## src/rtl/alu_md_if.sv

```systemverilog
// Request/response bundle between a client and the alu_md unit.
// The client drives the request side and out_ready; the unit drives
// in_ready, out_valid and the registered result/flags.
interface alu_md_if #(
    parameter int WIDTH = 16
);
    logic             in_valid;
    logic             in_ready;
    logic [4:0]       fn;
    logic [WIDTH-1:0] s_1;
    logic [WIDTH-1:0] s_2;
    logic             bubble;
    logic             out_valid;
    logic             out_ready;
    logic [WIDTH-1:0] result;
    logic [3:0]       flags;

    modport master (
        output in_valid, fn, s_1, s_2, bubble, out_ready,
        input  in_ready, out_valid, result, flags
    );

    modport slave (
        input  in_valid, fn, s_1, s_2, bubble, out_ready,
        output in_ready, out_valid, result, flags
    );
endinterface

```

## src/rtl/alu_md.sv

```systemverilog
// alu_md: single-issue ALU with an iterative multiply/divide unit.
// Logic, add/sub and shift functions (fn 0-15) finish in one cycle;
// mul_lo/mul_hi/divu/remu (fn 16-19) take WIDTH shift-add or
// restoring-subtract steps. Result and flags {O,S,Z,C} are registered
// and held until the consumer takes them.
//
// state | meaning
// IDLE  | ready for a request (in_ready = 1)
// BUSY  | one mul/div step per cycle, WIDTH cycles in total
// DONE  | result/flags valid, waiting for out_ready
module alu_md #(
    parameter int WIDTH = 16
) (
    input  logic     clk,
    input  logic     rst_n,
    alu_md_if.slave  bus
);
    localparam int MSB = WIDTH - 1;
    localparam int CW  = $clog2(WIDTH);

    typedef enum logic [1:0] {
        IDLE = 2'd0,
        BUSY = 2'd1,
        DONE = 2'd2
    } state_t;

    state_t           state_q, state_d;
    logic [WIDTH-1:0] result_q, result_d;
    logic [3:0]       flags_q, flags_d;
    logic [1:0]       md_sel_q, md_sel_d;
    logic             bubble_q, bubble_d;
    logic [WIDTH-1:0] opd_q, opd_d;
    logic [WIDTH-1:0] a_q, a_d;
    logic [WIDTH-1:0] b_q, b_d;
    logic [CW-1:0]    cnt_q, cnt_d;

    logic [WIDTH-1:0] s1, s2;
    logic             c_in;

    logic [WIDTH:0]   add_sum, sub_sum;
    logic             add_ovf, sub_ovf;
    logic [WIDTH-1:0] alu_res;
    logic             alu_c, alu_o;

    logic [WIDTH:0]   mul_sum;
    logic [WIDTH-1:0] mul_hi_n, mul_lo_n;
    logic [WIDTH:0]   div_sh, div_diff;
    logic             div_ge;
    logic [WIDTH-1:0] div_r_n, div_q_n;
    logic [WIDTH-1:0] md_res;
    logic             md_c;

    assign s1   = bus.s_1;
    assign s2   = bus.s_2;
    assign c_in = flags_q[0];

    // Single-cycle function unit, evaluated on the live request inputs.
    // sub/subc compute s_2 + ~s_1 + cin so C is the no-borrow carry-out.
    always_comb begin
        alu_res = '0;
        alu_c   = 1'b0;
        alu_o   = 1'b0;
        add_sum = {1'b0, s1} + {1'b0, s2}
                + {{WIDTH{1'b0}}, (bus.fn == 5'd2) & c_in};
        sub_sum = {1'b0, s2} + {1'b0, ~s1}
                + {{WIDTH{1'b0}}, (bus.fn == 5'd6) | c_in};
        add_ovf = (s1[MSB] == s2[MSB]) && (add_sum[MSB] != s1[MSB]);
        sub_ovf = (s2[MSB] != s1[MSB]) && (sub_sum[MSB] != s2[MSB]);
        case (bus.fn)
            5'd0:  alu_res = ~(s1 & s2);
            5'd1,
            5'd2: begin
                alu_res = add_sum[MSB:0];
                alu_c   = add_sum[WIDTH];
                alu_o   = add_ovf;
            end
            5'd3:  alu_res = s1 | s2;
            5'd4,
            5'd6: begin
                alu_res = sub_sum[MSB:0];
                alu_c   = sub_sum[WIDTH];
                alu_o   = sub_ovf;
            end
            5'd5:  alu_res = s1 & s2;
            5'd7:  alu_res = s1 ^ s2;
            5'd8:  alu_res = ~s2;
            5'd9: begin
                alu_res = {s2[MSB-1:0], 1'b0};
                alu_c   = s2[MSB];
            end
            5'd10: begin
                alu_res = {1'b0, s2[MSB:1]};
                alu_c   = s2[0];
            end
            5'd11: begin
                alu_res = {s2[MSB-1:0], s2[MSB]};
                alu_c   = s2[MSB];
            end
            5'd12: begin
                alu_res = {s2[0], s2[MSB:1]};
                alu_c   = s2[0];
            end
            5'd13: begin
                alu_res = {s2[MSB], s2[MSB:1]};
                alu_c   = s2[0];
            end
            5'd14: begin
                alu_res = {c_in, s2[MSB:1]};
                alu_c   = s2[0];
            end
            5'd15: begin
                alu_res = {s2[MSB-1:0], c_in};
                alu_c   = s2[MSB];
            end
            default: begin
                alu_res = '0;
                alu_c   = 1'b0;
            end
        endcase
    end

    // One mul/div step. Multiply: a_q holds the running high half, b_q the
    // multiplier shifting out as product low bits shift in. Divide: a_q is
    // the partial remainder, b_q the dividend turning into the quotient.
    // The shifted remainder is always below 2*divisor, so the borrow bit of
    // the difference alone decides whether the subtraction is kept; with a
    // zero divisor every step keeps it, giving all-ones / dividend.
    always_comb begin
        mul_sum  = {1'b0, a_q} + (b_q[0] ? {1'b0, opd_q} : {(WIDTH+1){1'b0}});
        mul_hi_n = mul_sum[WIDTH:1];
        mul_lo_n = {mul_sum[0], b_q[MSB:1]};
        div_sh   = {a_q, b_q[MSB]};
        div_diff = div_sh - {1'b0, opd_q};
        div_ge   = ~div_diff[WIDTH];
        div_r_n  = div_ge ? div_diff[MSB:0] : div_sh[MSB:0];
        div_q_n  = {b_q[MSB-1:0], div_ge};
        md_res   = '0;
        md_c     = 1'b0;
        case (md_sel_q)
            2'd0: begin
                md_res = mul_lo_n;
                md_c   = |mul_hi_n;
            end
            2'd1: begin
                md_res = mul_hi_n;
                md_c   = |mul_hi_n;
            end
            2'd2: begin
                md_res = div_q_n;
                md_c   = ~|opd_q;
            end
            default: begin
                md_res = div_r_n;
                md_c   = ~|opd_q;
            end
        endcase
    end

    // Sequencing: accept in IDLE, step in BUSY, hold in DONE.
    // Requests are only looked at in IDLE, so a request presented in the
    // cycle DONE retires waits for the following cycle.
    always_comb begin
        state_d  = state_q;
        result_d = result_q;
        flags_d  = flags_q;
        md_sel_d = md_sel_q;
        bubble_d = bubble_q;
        opd_d    = opd_q;
        a_d      = a_q;
        b_d      = b_q;
        cnt_d    = cnt_q;
        case (state_q)
            IDLE: begin
                if (bus.in_valid) begin
                    md_sel_d = bus.fn[1:0];
                    bubble_d = bus.bubble;
                    if (bus.fn[4:2] == 3'b100) begin
                        state_d = BUSY;
                        opd_d   = s1;
                        a_d     = '0;
                        b_d     = s2;
                        cnt_d   = CW'(WIDTH - 1);
                    end else begin
                        state_d  = DONE;
                        result_d = alu_res;
                        if (!bus.bubble) begin
                            flags_d = {alu_o, alu_res[MSB], ~|alu_res, alu_c};
                        end
                    end
                end
            end
            BUSY: begin
                if (md_sel_q[1]) begin
                    a_d = div_r_n;
                    b_d = div_q_n;
                end else begin
                    a_d = mul_hi_n;
                    b_d = mul_lo_n;
                end
                cnt_d = cnt_q - 1'b1;
                if (cnt_q == '0) begin
                    state_d  = DONE;
                    result_d = md_res;
                    if (!bubble_q) begin
                        flags_d = {1'b0, md_res[MSB], ~|md_res, md_c};
                    end
                end
            end
            DONE: begin
                if (bus.out_ready) begin
                    state_d = IDLE;
                end
            end
            default: state_d = IDLE;
        endcase
    end

    // State and datapath registers; reset abandons any in-flight operation.
    always_ff @(posedge clk or negedge rst_n) begin
        if (!rst_n) begin
            state_q  <= IDLE;
            result_q <= '0;
            flags_q  <= '0;
            md_sel_q <= '0;
            bubble_q <= 1'b0;
            opd_q    <= '0;
            a_q      <= '0;
            b_q      <= '0;
            cnt_q    <= '0;
        end else begin
            state_q  <= state_d;
            result_q <= result_d;
            flags_q  <= flags_d;
            md_sel_q <= md_sel_d;
            bubble_q <= bubble_d;
            opd_q    <= opd_d;
            a_q      <= a_d;
            b_q      <= b_d;
            cnt_q    <= cnt_d;
        end
    end

    assign bus.in_ready  = (state_q == IDLE);
    assign bus.out_valid = (state_q == DONE);
    assign bus.result    = result_q;
    assign bus.flags     = flags_q;

endmodule
```

## src/flat_wrapper.sv

```systemverilog
// flat-port wrapper written by rule: the top's interface ports become plain ports
module alu_md_flat 
#(
    parameter int WIDTH = 16
)
  (clk, rst_n, bus_in_valid, bus_fn, bus_s_1, bus_s_2, bus_bubble, bus_out_ready, bus_in_ready, bus_out_valid, bus_result, bus_flags);
  alu_md_if #(.WIDTH(WIDTH)) bus_i ();
  input  logic clk;
  input  logic rst_n;
  input wire logic [$bits(bus_i.in_valid)-1:0] bus_in_valid;
  input wire logic [$bits(bus_i.fn)-1:0] bus_fn;
  input wire logic [$bits(bus_i.s_1)-1:0] bus_s_1;
  input wire logic [$bits(bus_i.s_2)-1:0] bus_s_2;
  input wire logic [$bits(bus_i.bubble)-1:0] bus_bubble;
  input wire logic [$bits(bus_i.out_ready)-1:0] bus_out_ready;
  output wire logic [$bits(bus_i.in_ready)-1:0] bus_in_ready;
  output wire logic [$bits(bus_i.out_valid)-1:0] bus_out_valid;
  output wire logic [$bits(bus_i.result)-1:0] bus_result;
  output wire logic [$bits(bus_i.flags)-1:0] bus_flags;
  assign bus_i.in_valid = bus_in_valid;
  assign bus_i.fn = bus_fn;
  assign bus_i.s_1 = bus_s_1;
  assign bus_i.s_2 = bus_s_2;
  assign bus_i.bubble = bus_bubble;
  assign bus_i.out_ready = bus_out_ready;
  assign bus_in_ready = bus_i.in_ready;
  assign bus_out_valid = bus_i.out_valid;
  assign bus_result = bus_i.result;
  assign bus_flags = bus_i.flags;
  alu_md #(.WIDTH(WIDTH)) u_core (.clk(clk), .rst_n(rst_n), .bus(bus_i));
endmodule
```

## config.mk

```make
export PLATFORM = sky130hd
export DESIGN_NAME = alu_md_flat
export DESIGN_NICKNAME = d
export VERILOG_FILES = /design/src/rtl/alu_md_if.sv /design/src/rtl/alu_md.sv /design/src/flat_wrapper.sv
export SDC_FILE = /design/constraint.sdc
export NUM_CORES = 1
export LEC_CHECK = 0
export BUFFER_PORTS_ARGS = -buffer_cell sky130_fd_sc_hd__clkbuf_2
export CAP_MARGIN = 40
export CORE_MARGIN = 1
export CORE_UTILIZATION = 30
export CTS_BUF_LIST = sky130_fd_sc_hd__clkbuf_2 sky130_fd_sc_hd__clkbuf_4 sky130_fd_sc_hd__clkbuf_8
export CTS_CLUSTER_DIAMETER = 120
export CTS_CLUSTER_SIZE = 28
export DETAILED_ROUTE_END_ITERATION = 8
export PLACE_DENSITY_LB_ADDON = 0.25
export SLEW_MARGIN = 5
export SYNTH_ARGS = -nofsm -noshare
export SYNTH_HDL_FRONTEND = slang
export SYNTH_SLANG_ARGS = --single-unit
```

## constraint.sdc

```tcl
create_clock -name clk -period 3.4 [get_ports clk]
set_clock_uncertainty 0.15 [all_clocks]
set_input_delay 0.51 -clock clk [delete_from_list [all_inputs] [get_ports clk]]
set_output_delay 0.51 -clock clk [all_outputs]
set_load 0.1 [all_outputs]
```

# Word-level counts from Yosys, hierarchy flattened
# Cells that the tools add are included.
[classes] add_sub_neg=7 n_eq_ne=31 mux=33 n_bitwise=9 reduce_logical=25
[op_table] op="16-bit one-hot mux with 14 select lines" n=1
[op_table] op="16-bit two-way mux" n=11
[op_table] op="16-bit one-hot mux with 2 select lines" n=3
[op_table] op="16-bit OR reduction" n=4
[op_table] op="16-bit inverter" n=3
[op_table] op="16-bit one-hot mux with 3 select lines" n=1
[op_table] op="5-bit by 4-bit == test with 1-bit output, second input constant" n=8
[op_table] op="16-bit by 16-bit adder with 17-bit output" n=2
[op_table] op="17-bit by 1-bit adder with 17-bit output" n=2
[op_table] op="4-bit two-way mux" n=7
[op_table] op="5-bit by 3-bit == test with 1-bit output, second input constant" n=4
[op_table] op="16-bit by 17-bit adder with 17-bit output" n=1
[op_table] op="17-bit by 16-bit subtractor with 17-bit output" n=1
[op_table] op="16-bit bitwise AND" n=1
[op_table] op="16-bit OR" n=1
[op_table] op="4-bit one-hot mux with 2 select lines" n=2
[op_table] op="16-bit bitwise XOR" n=1
[op_table] op="5-bit by 2-bit == test with 1-bit output, second input constant" n=2
[op_table] op="2-bit != test, second input constant" n=5
[op_table] op="3-bit AND reduction" n=3
[op_table] op="2-bit two-way mux" n=4
[op_table] op="2-bit one-hot mux with 3 select lines" n=1
[op_table] op="6-bit AND reduction" n=1
[op_table] op="2-bit OR reduction" n=3
[op_table] op="24 further kinds" n=33
[totals] ff_bits=77 inputBits=42 out_inout_bits=22 word_cells=114

# Longest topological paths before layout
# Gate-level depths: netlist of the first run.
[logic_depth] word_depth=10 depth_mapped=17 ltp_nobuf=15

# Worst setup path before layout of the first run
# Ideal clock, no wire load.
[synth_path] path_kind="input -> register" startpoint="input port bus_fn[2]" endpoint="register u_core.flags_q[1], in the netlist u_core.bus.flags[1]" setup_time_ns=0.067 arrival_time_ns=4.257 required_time_ns=3.183 setup_slack_ns=-1.074 path_stages=17 n_path_buf=3 path_cell_list="clkbuf_1 -> clkbuf_1 -> clkbuf_1 -> a31o_2 -> fa_1 -> inv_1 -> fa_1 -> o21ba_2 -> or4_1 -> and3b_1 -> a221o_1 -> a21oi_1 -> o211ai_1 -> nor4b_1 -> nand4_1 -> o41ai_1 -> a41o_1"
[synth_between] elab_chain_cells=10 word_cells_on_any_way=32 cone_classes="add/sub: 2; eq/ne: 17; mux: 5; bitwise: 2; reduce/logical: 6"
[synth_lines] item="start, declared" line_no="flat_wrapper.sv:11" rtl="input wire logic [$bits(bus_i.fn)-1:0] bus_fn;"
[synth_lines] item="5-bit by 3-bit == test with 1-bit output / 5-bit by 2-bit == test with 1-bit output (equally long branches)" line_no="alu_md.sv:66, alu_md.sv:69, alu_md.sv:64"
[synth_lines] item="1-bit OR / 1-bit bitwise AND (equally long branches)" line_no="alu_md.sv:66, alu_md.sv:64"
[synth_lines] item="17-bit by 1-bit adder with 17-bit output, on equally long branches" line_no="alu_md.sv:66, alu_md.sv:64"
[synth_lines] item="16-bit one-hot mux with 14 select lines" line_no="alu_md.sv:69" rtl="case (bus.fn)"
[synth_lines] item="16-bit OR reduction" line_no="alu_md.sv:187" rtl="flags_d = {alu_o, alu_res[MSB], ~|alu_res, alu_c};"
[synth_lines] item="1-bit zero test" line_no="alu_md.sv:187"
[synth_lines] item="4-bit two-way mux" line_no="alu_md.sv:186" rtl="if (!bus.bubble) begin"
[synth_lines] item="4-bit two-way mux" line_no="alu_md.sv:177" rtl="if (bus.fn[4:2] == 3'b100) begin"
[synth_lines] item="4-bit two-way mux" line_no="alu_md.sv:174" rtl="if (bus.in_valid) begin"
[synth_lines] item="4-bit one-hot mux with 2 select lines" line_no="alu_md.sv:172" rtl="case (state_q)"
[synth_lines] item="end signal, assigned" line_no="alu_md.sv:233" rtl="flags_q <= flags_d;"
[synth_lines] item="end, declared" line_no="alu_md.sv:29" rtl="logic [3:0] flags_q, flags_d;"
# Several ways; a longest one is shown, not always the timed one. The select of a mux whose other input is x is not followed.
# A chain may end at the register's enable or synchronous reset.

# Worst setup path after layout of the first run
[layout_path] startpoint="register u_core.b_q[15]" endpoint="register u_core.flags_q[1], in the netlist u_core.bus.flags[1]"
[layout_between] elab_chain_cells=8 word_cells_on_any_way=9 cone_classes="add/sub: 1; mux: 5; bitwise: 1; reduce/logical: 2"
[layout_lines] item="start, declared" line_no="alu_md.sv:34" rtl="logic [WIDTH-1:0] b_q, b_d;"
[layout_lines] item="start signal, assigned" line_no="alu_md.sv:228" rtl="b_q <= '0;"
[layout_lines] item="start signal, assigned" line_no="alu_md.sv:238" rtl="b_q <= b_d;"
[layout_lines] item="17-bit by 16-bit subtractor with 17-bit output" line_no="alu_md.sv:133" rtl="div_diff = div_sh - {1'b0, opd_q};"
[layout_lines] item="16-bit two-way mux / 1-bit inverter (equally long branches)" line_no="alu_md.sv:135, alu_md.sv:134"
[layout_lines] item="16-bit one-hot mux with 3 select lines (*)" line_no="alu_md.sv:139" rtl="case (md_sel_q)"
[layout_lines] item="16-bit OR reduction (*)" line_no="alu_md.sv:205" rtl="flags_d = {1'b0, md_res[MSB], ~|md_res, md_c};"
[layout_lines] item="1-bit zero test (*)" line_no="alu_md.sv:205"
[layout_lines] item="4-bit two-way mux (*)" line_no="alu_md.sv:204" rtl="if (!bubble_q) begin"
[layout_lines] item="4-bit two-way mux (*)" line_no="alu_md.sv:201" rtl="if (cnt_q == '0) begin"
[layout_lines] item="4-bit one-hot mux with 2 select lines (*)" line_no="alu_md.sv:172"
# Mark *: on every way between the ends. The rest lies on a longest branch, timed or not. The select of a mux whose other input is x is not followed.

==> results summary, run 1 <==
The post-synthesis instance area is roughly 9000 um^2. For this run, the number of Yosys warnings is 0. The launch point of the critical path is u_core.b_q[15]$_DFFE_PN0P_. The endpoint identified for the worst register-to-register timing path is u_core.bus.flags[1]$_DFFE_PN0P_. The worst register-to-register path begins at u_core.b_q[15]$_DFFE_PN0P_. The number of cell instances on the worst register-to-register path came out at 15. The CTS clock-pin slew for the worst setup and hold paths came out at 0.12 ns. The detail route stage leaves a number of antenna-violating nets equal to 0. The data arrival time of the critical path came out at around 4.1 ns. Summed over all instances, the cell type with the most area after synthesis is dfrtp_1. The final design instance area without fill is ~13,000 um^2. Setup repair after global routing could not meet its margin everywhere. The internal power of the cells totals around 5.5 mW. The largest net degree at the start of global routing is 54.

By count the netlist is led by 112 x nand2_1, 97 x a21oi_1, 92 x nor2_1, 85 x o21ai_0, 84 x inv_1. The count of final max-slew check failures was 0. In this run the power spent charging and discharging nets is approximately 5.5 mW. The register-to-register path setup slack is -0.49 ns. For this run, design rule violations remaining after detail routing come to 0. Dividing the detail-routed via count by the number of cells gives 5.48.

By area the synthesized netlist is led by dfrtp_1 21%, ha_1 11%, a21oi_1 5.4%. The most common cell in the netlist is nand2_1. The count of distinct cell types in the synthesized netlist came out at 86. The post-detailed-routing wire length came out at around 37,000 um. The antenna cell count came out at 0. The area share of the largest cell type after synthesis is 21.4%. The worst pin sits at a relative slew slack of a little over half. The portion of total power attributed to the clock network came out at under 10%. The final reports fail on setup timing.

The final hold slack came out at roughly 0.13 ns. The flow ran to the end, but the final reports show violations. Among all flip-flop cells after synthesis, the most frequent one is dfrtp_1. The via count of the first global-routing pass is 9,814. In this run the worst setup path terminates at u_core.bus.flags[1]$_DFFE_PN0P_. The floorplan die width is 175 um. The critical path is of the reg -> reg type. STA classifies the critical path endpoint as a flip-flop.

The clock buffer count from CTS came out at 9. The number of buffers added on ports came out at 63. The die covers approximately 30,000 um^2.

CTS built an H-tree with a depth of 3. The sum of net half-perimeters after detailed placement is 29,000 um. The sequential element share of the synthesized area came out at 21.4%. The combinational cell fraction of total power is just under 80%. The global routing usage summed across all routing layers is around a quarter. The row count came out at slightly above 60. The average wire length per cell after detail routing came out at 19.6 um. The peak fanout along the critical path came out at 3. The post-synthesis net count came out at 1,308.

The total count of hold-check failures in the final report came out at 0. The routed design could run at a clock period as short as slightly below 4 ns. Adding up every negative setup slack in the final design gives -2.40 ns.

The CTS sink count came out at 77. The share of the clock period used by the worst path after layout is 114%. The category of the worst setup path launch point is a flip-flop. Compared with the post-synthesis result, the final layout area differs by 42.8%. The cell count after synthesis came out at about 1,200.

The total grt overflow is 0. The fraction of final layout cells with drive strength greater than 1 came out at a little over a third. The total power is 11.0 mW. The worst min-delay path class is in -> reg. For the worst setup path, the data required time is 3.60 ns. The worst IR drop on VDD is about 0.34 mV. TritonCTS built the clock tree. The final worst slack is -0.486 ns. In the final design database the tool counted 1,636 nets.

The transition time of the tightest slew-check pin came out at slightly below 0.7 ns. Net switching is between 50% and 60% of the power. CTS placed an instance of clkbuf_8 at the clock tree root. The leakage power of the design came out at approximately 6 nW. The first-pass iteration count of the detailed router is 5. The wire length of the first global-routing pass came out at between 50,000 and 60,000 um. The count of flip-flops with a built-in enable after synthesis is 0.

The fraction of registers with async set or reset after synthesis came out at 100%. The post-synthesis area per instance is roughly 7.6 um^2. For this design the ratio of total power to cell area is 857 nW/um^2. The top-level port count came out at between 60 and 70. The total vias in the final route came out at 10,400. The initial antenna violation count came to 0. The number of violations of the max-capacitance limit came out at 0. The flip-flop and latch count after synthesis came out at 77.

OpenSTA, run right after detailed placement, puts the worst setup slack at -0.942 ns. The highest achievable clock rate is around 0.26 GHz. The core region is about 29,000 um^2. The global placement routability congestion is 0.961. No sink is reached through more buffers than the 2 on the longest clock path. Setup violations remaining at the end of the flow were counted as 13. The floorplan step set the die height to 175 um.

The DRC violation total after the first TritonRoute iteration is 860. Summing all placed instances gives a cell area of between 10,000 and 15,000 um^2. The clock latency on the worst-skew pair came out at between 0.4 and 0.5 ns. The initial utilization of the core area, before any placement, comes to a little over 30%.

The part of the power in registers is approximately 15%.
-- registers in the layout, indices dropped and copies added (netlist names) --
register	count
u_core.md_sel_q	2
u_core.a_q	16
u_core.bus.result	16
u_core.bus.flags	4
u_core.state_q	2
u_core.cnt_q	4
u_core.opd_q	16
u_core.bubble_q	1
u_core.b_q	16
-- cells in the final DEF, fill, tap and decap left out, types with 9 or more instances in the layout --
| master | netlist | routed |
|---|---|---|
| buf_4 | 0 | 316 |
| nand2_1 | 112 | 112 |
| nor2_1 | 92 | 83 |
| inv_1 | 84 | 80 |
| a21oi_1 | 97 | 79 |
| ha_1 | 80 | 78 |
| dfrtp_1 | 77 | 75 |
| o21ai_0 | 85 | 72 |
| clkbuf_2 | 0 | 62 |
| nand3_1 | 37 | 36 |
| nor3_1 | 28 | 27 |
| and2_1 | 22 | 22 |
| xnor2_1 | 20 | 20 |
| a21o_1 | 19 | 19 |
| a31oi_1 | 21 | 19 |
| a21oi_2 | 1 | 17 |
| a211oi_1 | 21 | 16 |
| nand2b_1 | 16 | 14 |
| o211ai_1 | 14 | 14 |
| nor2b_1 | 17 | 13 |
| mux2i_1 | 18 | 12 |
| o21a_1 | 11 | 11 |
| xor2_1 | 11 | 11 |
| nand4_1 | 11 | 11 |
| a2bb2oi_1 | 9 | 9 |
| o211a_1 | 9 | 9 |
| clkbuf_8 | 0 | 9 |
-- worst max-delay path, cell delays in order, from the launching register on --
cell and delay (ns):
dfrtp_1 0.40, inv_2 0.08, ha_4 0.13, inv_2 0.04, fa_2 0.36, a211oi_2 0.25, o21ai_2 0.12, o2111ai_2 0.24
o21ai_2 0.10, a21oi_2 0.18, buf_4 0.16, mux2_4 0.30, mux4_2 0.50, or4_4 0.51, nor3_4 0.14, a41o_1 0.16
-- metrics by stage --
| step | instances | util [%] |
|---|---|---|
| floorplan | 1180 | - |
| global placement | 1860 | 40.8 |
| detailed placement | 1860 | 40.8 |
| CTS | 1884 | 42.7 |
| global route | 1897 | 44.1 |
| finish | 1897 | 44.1 |
-- power groups by stage --
stage	logic (mW)	clock network, mW	registers [mW]
CTS	7.97	0.751	1.68
finish	8.55	0.743	1.70
global route	9.17	0.780	1.75
detailed placement	7.49	0	1.70
global placement	7.43	0	1.68
floorplan	3.76	0	2.33
-- layer usage --
| metal | global-route usage [%] | up-vias | part of all wire [%] |
|---|---|---|---|
| li1 | - | 4964 | - |
| met1 | 36.0 | 5000 | 48 |
| met2 | 37.1 | 385 | 44 |
| met3 | 3.09 | 42 | 6.2 |
| met4 | 5.62 | 0 | 1.8 |
| met5 | 0 | - | 0 |
-- worst min path at each step --
stage	slack [ns]	end	from	cells past startpoint
after floorplan	0.06	u_core.a_q[0]$_DFFE_PN0P_	rst_n	0
after global placement	0.31	u_core.bus.result[7]$_DFFE_PN0P_	u_core.bus.result[7]$_DFFE_PN0P_	2
after detailed placement	0.32	u_core.bus.result[5]$_DFFE_PN0P_	u_core.bus.result[5]$_DFFE_PN0P_	2
after CTS	0.12	u_core.state_q[1]$_DFFE_PN0P_	bus_out_ready	2
after global routing	0.14	u_core.state_q[1]$_DFFE_PN0P_	bus_out_ready	2
final	0.13	u_core.state_q[1]$_DFFE_PN0P_	bus_out_ready	2
-- cell type report --
class	instances	area, um^2
Inverter	84	315
Sequential cell	77	1930
Timing Repair Buffer	391	2850
Clock buffer	9	124
Multi-Input combinational cell	945	7070
Tap cell	384	480
Fill cell	3012	16300
Clock inverter	7	63.8
-- cells by family after synthesis --
kind of cell	share of synthesized area [%]
fa+ha+maj	12.5
compound gates	30.0
buf+inv	6.71
simple gates	21.0
mux	5.31
xor+xnor	3.02
flops	21.4
-- repair_timing --
action | in CTS | in global routing
gates resized for setup | 76 | 72
pin swaps | 31 | 54
cloned | 0 | 0
hold buffers | 1 | 0
setup endpoints to repair | 21 | 23
buffers inserted | 10 | 14
endpoints found under the hold margin | 38 | 0
No activity file was read; power rests on OpenSTA's default activity.
==> run 2, diff against run 1 <==
- clock period: 3.4 -> 3.46 ns (I/O delays scaled with it)
==> results summary, run 2 (synthesis gave the netlist of run 1 again) <==
The DRC violation count after routing was 0 (unchanged). The worst min-delay path class is in -> async. The highest achievable clock rate is 0.259 GHz (+0.82%). The detail-routed via count per cell is 5.48 (about the same). The post-detailed-routing wire length was 36,500 um (-2.0%). The clock latency on the worst-skew pair is 0.39 ns (-0.02 ns). Broken down by cell family, the worst path's largest delay share belongs to compound AO/OA/AOI/OAI gates. The setup-violating endpoint count in the final report is 9 (-4). The CTS sink count is 77 (unchanged). The number of violations of the max-capacitance limit is 0 (unchanged). The DRC violation total after the first TritonRoute iteration is 966 (+12%). The slowest stage of the critical path is the dfrtp_2 cell.

Walking the worst path, the cells encountered are a31o_4 > fa_2 > inv_2 > fa_2 > o21ba_4 > o21bai_2 > a211o_1 > a2111oi_4 > buf_4 > nand4_1 > nor4b_2 > nand4_1 > o41ai_2 > a41o_1. The total count of hold-check failures in the final report came out at 0 (unchanged). The core area is 29,100 um^2 (unchanged). The first-pass iteration count of the detailed router came out at 6 (+1). The peak fanout along the critical path was 3 (unchanged). The via count of the first global-routing pass is 9,690 (-1.3%). The global routing usage summed across all routing layers came out at 23.7% (-0.64 points).

The number of cells on the critical path is 14 (-1). The transition time of the tightest slew-check pin is 0.741 ns (+0.0452 ns). The required time at the worst-slack endpoint came out at 3.65 ns (+0.05 ns). The number of cell instances on the worst register-to-register path is 14 (-1).

The final worst slack came out at -0.395 ns (+0.0915 ns). The height of the chip is 175 um (unchanged). The number of buffers added on ports is 63 (unchanged). The total vias in the final route came out at 10,300 (-1.2%). The post-placement cell area came out at 11,700 um^2 (-1.4%). The clock period minus worst slack is 3.86 ns (-0.0315 ns).

The data arrival time of the critical path is 4.05 ns (-0.04 ns). The total grt overflow is 0 (unchanged). The largest net degree at the start of global routing came out at 50 (-7.4%). The antenna cell count is 0 (unchanged). The top-level port count came out at 64 (unchanged). In the layout the commonest cells are 289 x buf_4, 111 x nand2_1, 86 x nor2_1. The final cell utilization of the core is 43.5% (-0.58 points). Setup repair after global routing could not meet its margin everywhere. STA classifies the critical path startpoint as a flip-flop. The number of buffers and inverters on the critical path is 2 (-1). The worst relative slew slack was 50.2% (-3.5 points).

In this run the clock root is driven by a clkbuf_8. The global placement routability congestion came out at 0.942 (-2.0%). The count of final max-slew check failures is 0 (unchanged). The initial antenna violation count is 0 (unchanged). The sum of net half-perimeters after detailed placement came to 28,500 um (-1.9%). The total negative slack is -0.955 ns (+1.45 ns). The fraction of final layout cells with drive strength greater than 1 is 34.8% (-1.1 points). The most common cell after layout, fill and taps aside is buf_4.

The cell area power density is 841 nW/um^2 (-1.8%). The post-synthesis to final-layout area growth came out at 40.9%. The number of nets in the layout came out at 1,611 (-1.5%).

The CTS clock-pin slew for the worst setup and hold paths is 0.10 ns (-0.02 ns). The cell count after placement is 1,838 (-1.2%). The average wire length per cell after detail routing is 19.5 um (-0.69%). The register-to-register path setup slack is -0.40 ns (+0.09 ns). The count of non-filler cells in the finished layout came out at 1,872 (-1.3%). The area of the die is 30,600 um^2 (unchanged).

The origin of the critical flop-to-flop path is u_core.bus.flags[0]$_DFFE_PN0P_. The number of nets still failing antenna checks after routing came out at 0 (unchanged). By startpoint and endpoint, the worst setup path is classified as reg -> reg. The floorplan die width came out at 175 um (unchanged). The worst IR drop on VDD is 0.393 mV (+15%). The maximum root-to-sink buffer count was 2 (unchanged). The largest incremental delay on the critical path came out at 0.49 ns (-0.02 ns). The minimum setup slack after placement is -0.947 ns (-0.00482 ns). The worst setup path is captured at a flip-flop. The share of the clock period used by the worst path after layout is 111% (-2.9 points). The wire length of the first global-routing pass came to 56,200 um (-2.6%).

The clock buffer count from CTS came out at 9 (unchanged). The row count was 62 (unchanged). The leakage power of the design is 5.94 nW (-2.1%).

The run finished, with violations left. The final reports fail on setup timing. The initial core utilization came out at 30.9% (unchanged).

The final design instance area without fill was 12,700 um^2 (-1.3%). The number of buffers inserted by hold repair at cts came out at 0 (-1). The total number of H-tree levels came to 3 (unchanged). TritonCTS built the clock tree. The worst register-to-register path ends at u_core.bus.flags[1]$_DFFE_PN0P_.
-- run 2: layer usage --
layer | global-route usage [%] | up-vias | routed length [um]
li1 | - | 4940 | -
met1 | 34.8 | 4914 | 17300
met2 | 35.0 | 371 | 15700
met3 | 4.68 | 37 | 2790
met4 | 5.72 | 0 | 699
met5 | 0 | - | 0
-- run 2: what timing repair did --
action | in CTS | in global routing
setup buffers | 11 | 12
pin swaps | 32 | 52
gates resized for setup | 75 | 69
endpoints found under the setup margin | 19 | 20
-- run 2: worst reg2reg max path, cell delays in order, from the launching register on --
cell and delay (ns):
dfrtp_2 0.49, a31o_4 0.24, fa_2 0.35, inv_2 0.07, fa_2 0.23, o21ba_4 0.17, o21bai_2 0.09, a211o_1 0.35
a2111oi_4 0.35, buf_4 0.16, nand4_1 0.13, nor4b_2 0.37, nand4_1 0.19, o41ai_2 0.33, a41o_1 0.13
-- run 2: cell type report --
cell class,count,area [um^2]
Inverter,84,315
Timing Repair Buffer,366,2660
Fill cell,2962,16400
Tap cell,384,480
Sequential cell,77,1930
Clock inverter,7,63.8
Multi-Input combinational cell,945,7090
Clock buffer,9,124
-- run 2: how the worst max path moves through the flow --
stage / from / endpoint / slack, ns
floorplan: bus_fn[0] / u_core.bus.flags[1]$_DFFE_PN0P_ / -0.59
global placement: bus_fn[3] / u_core.bus.flags[1]$_DFFE_PN0P_ / -0.95
detailed placement: bus_fn[3] / u_core.bus.flags[1]$_DFFE_PN0P_ / -0.95
CTS: u_core.b_q[15]$_DFFE_PN0P_ / u_core.bus.flags[1]$_DFFE_PN0P_ / -0.51
global route: u_core.b_q[15]$_DFFE_PN0P_ / u_core.bus.flags[1]$_DFFE_PN0P_ / -0.53
finish: u_core.bus.flags[0]$_DFFE_PN0P_ / u_core.bus.flags[1]$_DFFE_PN0P_ / -0.40
-- run 2: per-stage QoR --
stage                     power [mW]  hold WS [ns]
final                           10.7        0.0313
after global routing            11.4        0.0873
after CTS                       10.1        0.0492
after detailed placement        8.92         0.322
after global placement          8.87         0.312
after floorplan                 5.98        0.0734
-- run 2: power breakdown --
group | total [mW] | internal (mW) | switching (mW)
sequential | 1.67 | 1.29 | 0.379
combinational | 8.27 | 3.74 | 4.53
clock | 0.710 | 0.277 | 0.434
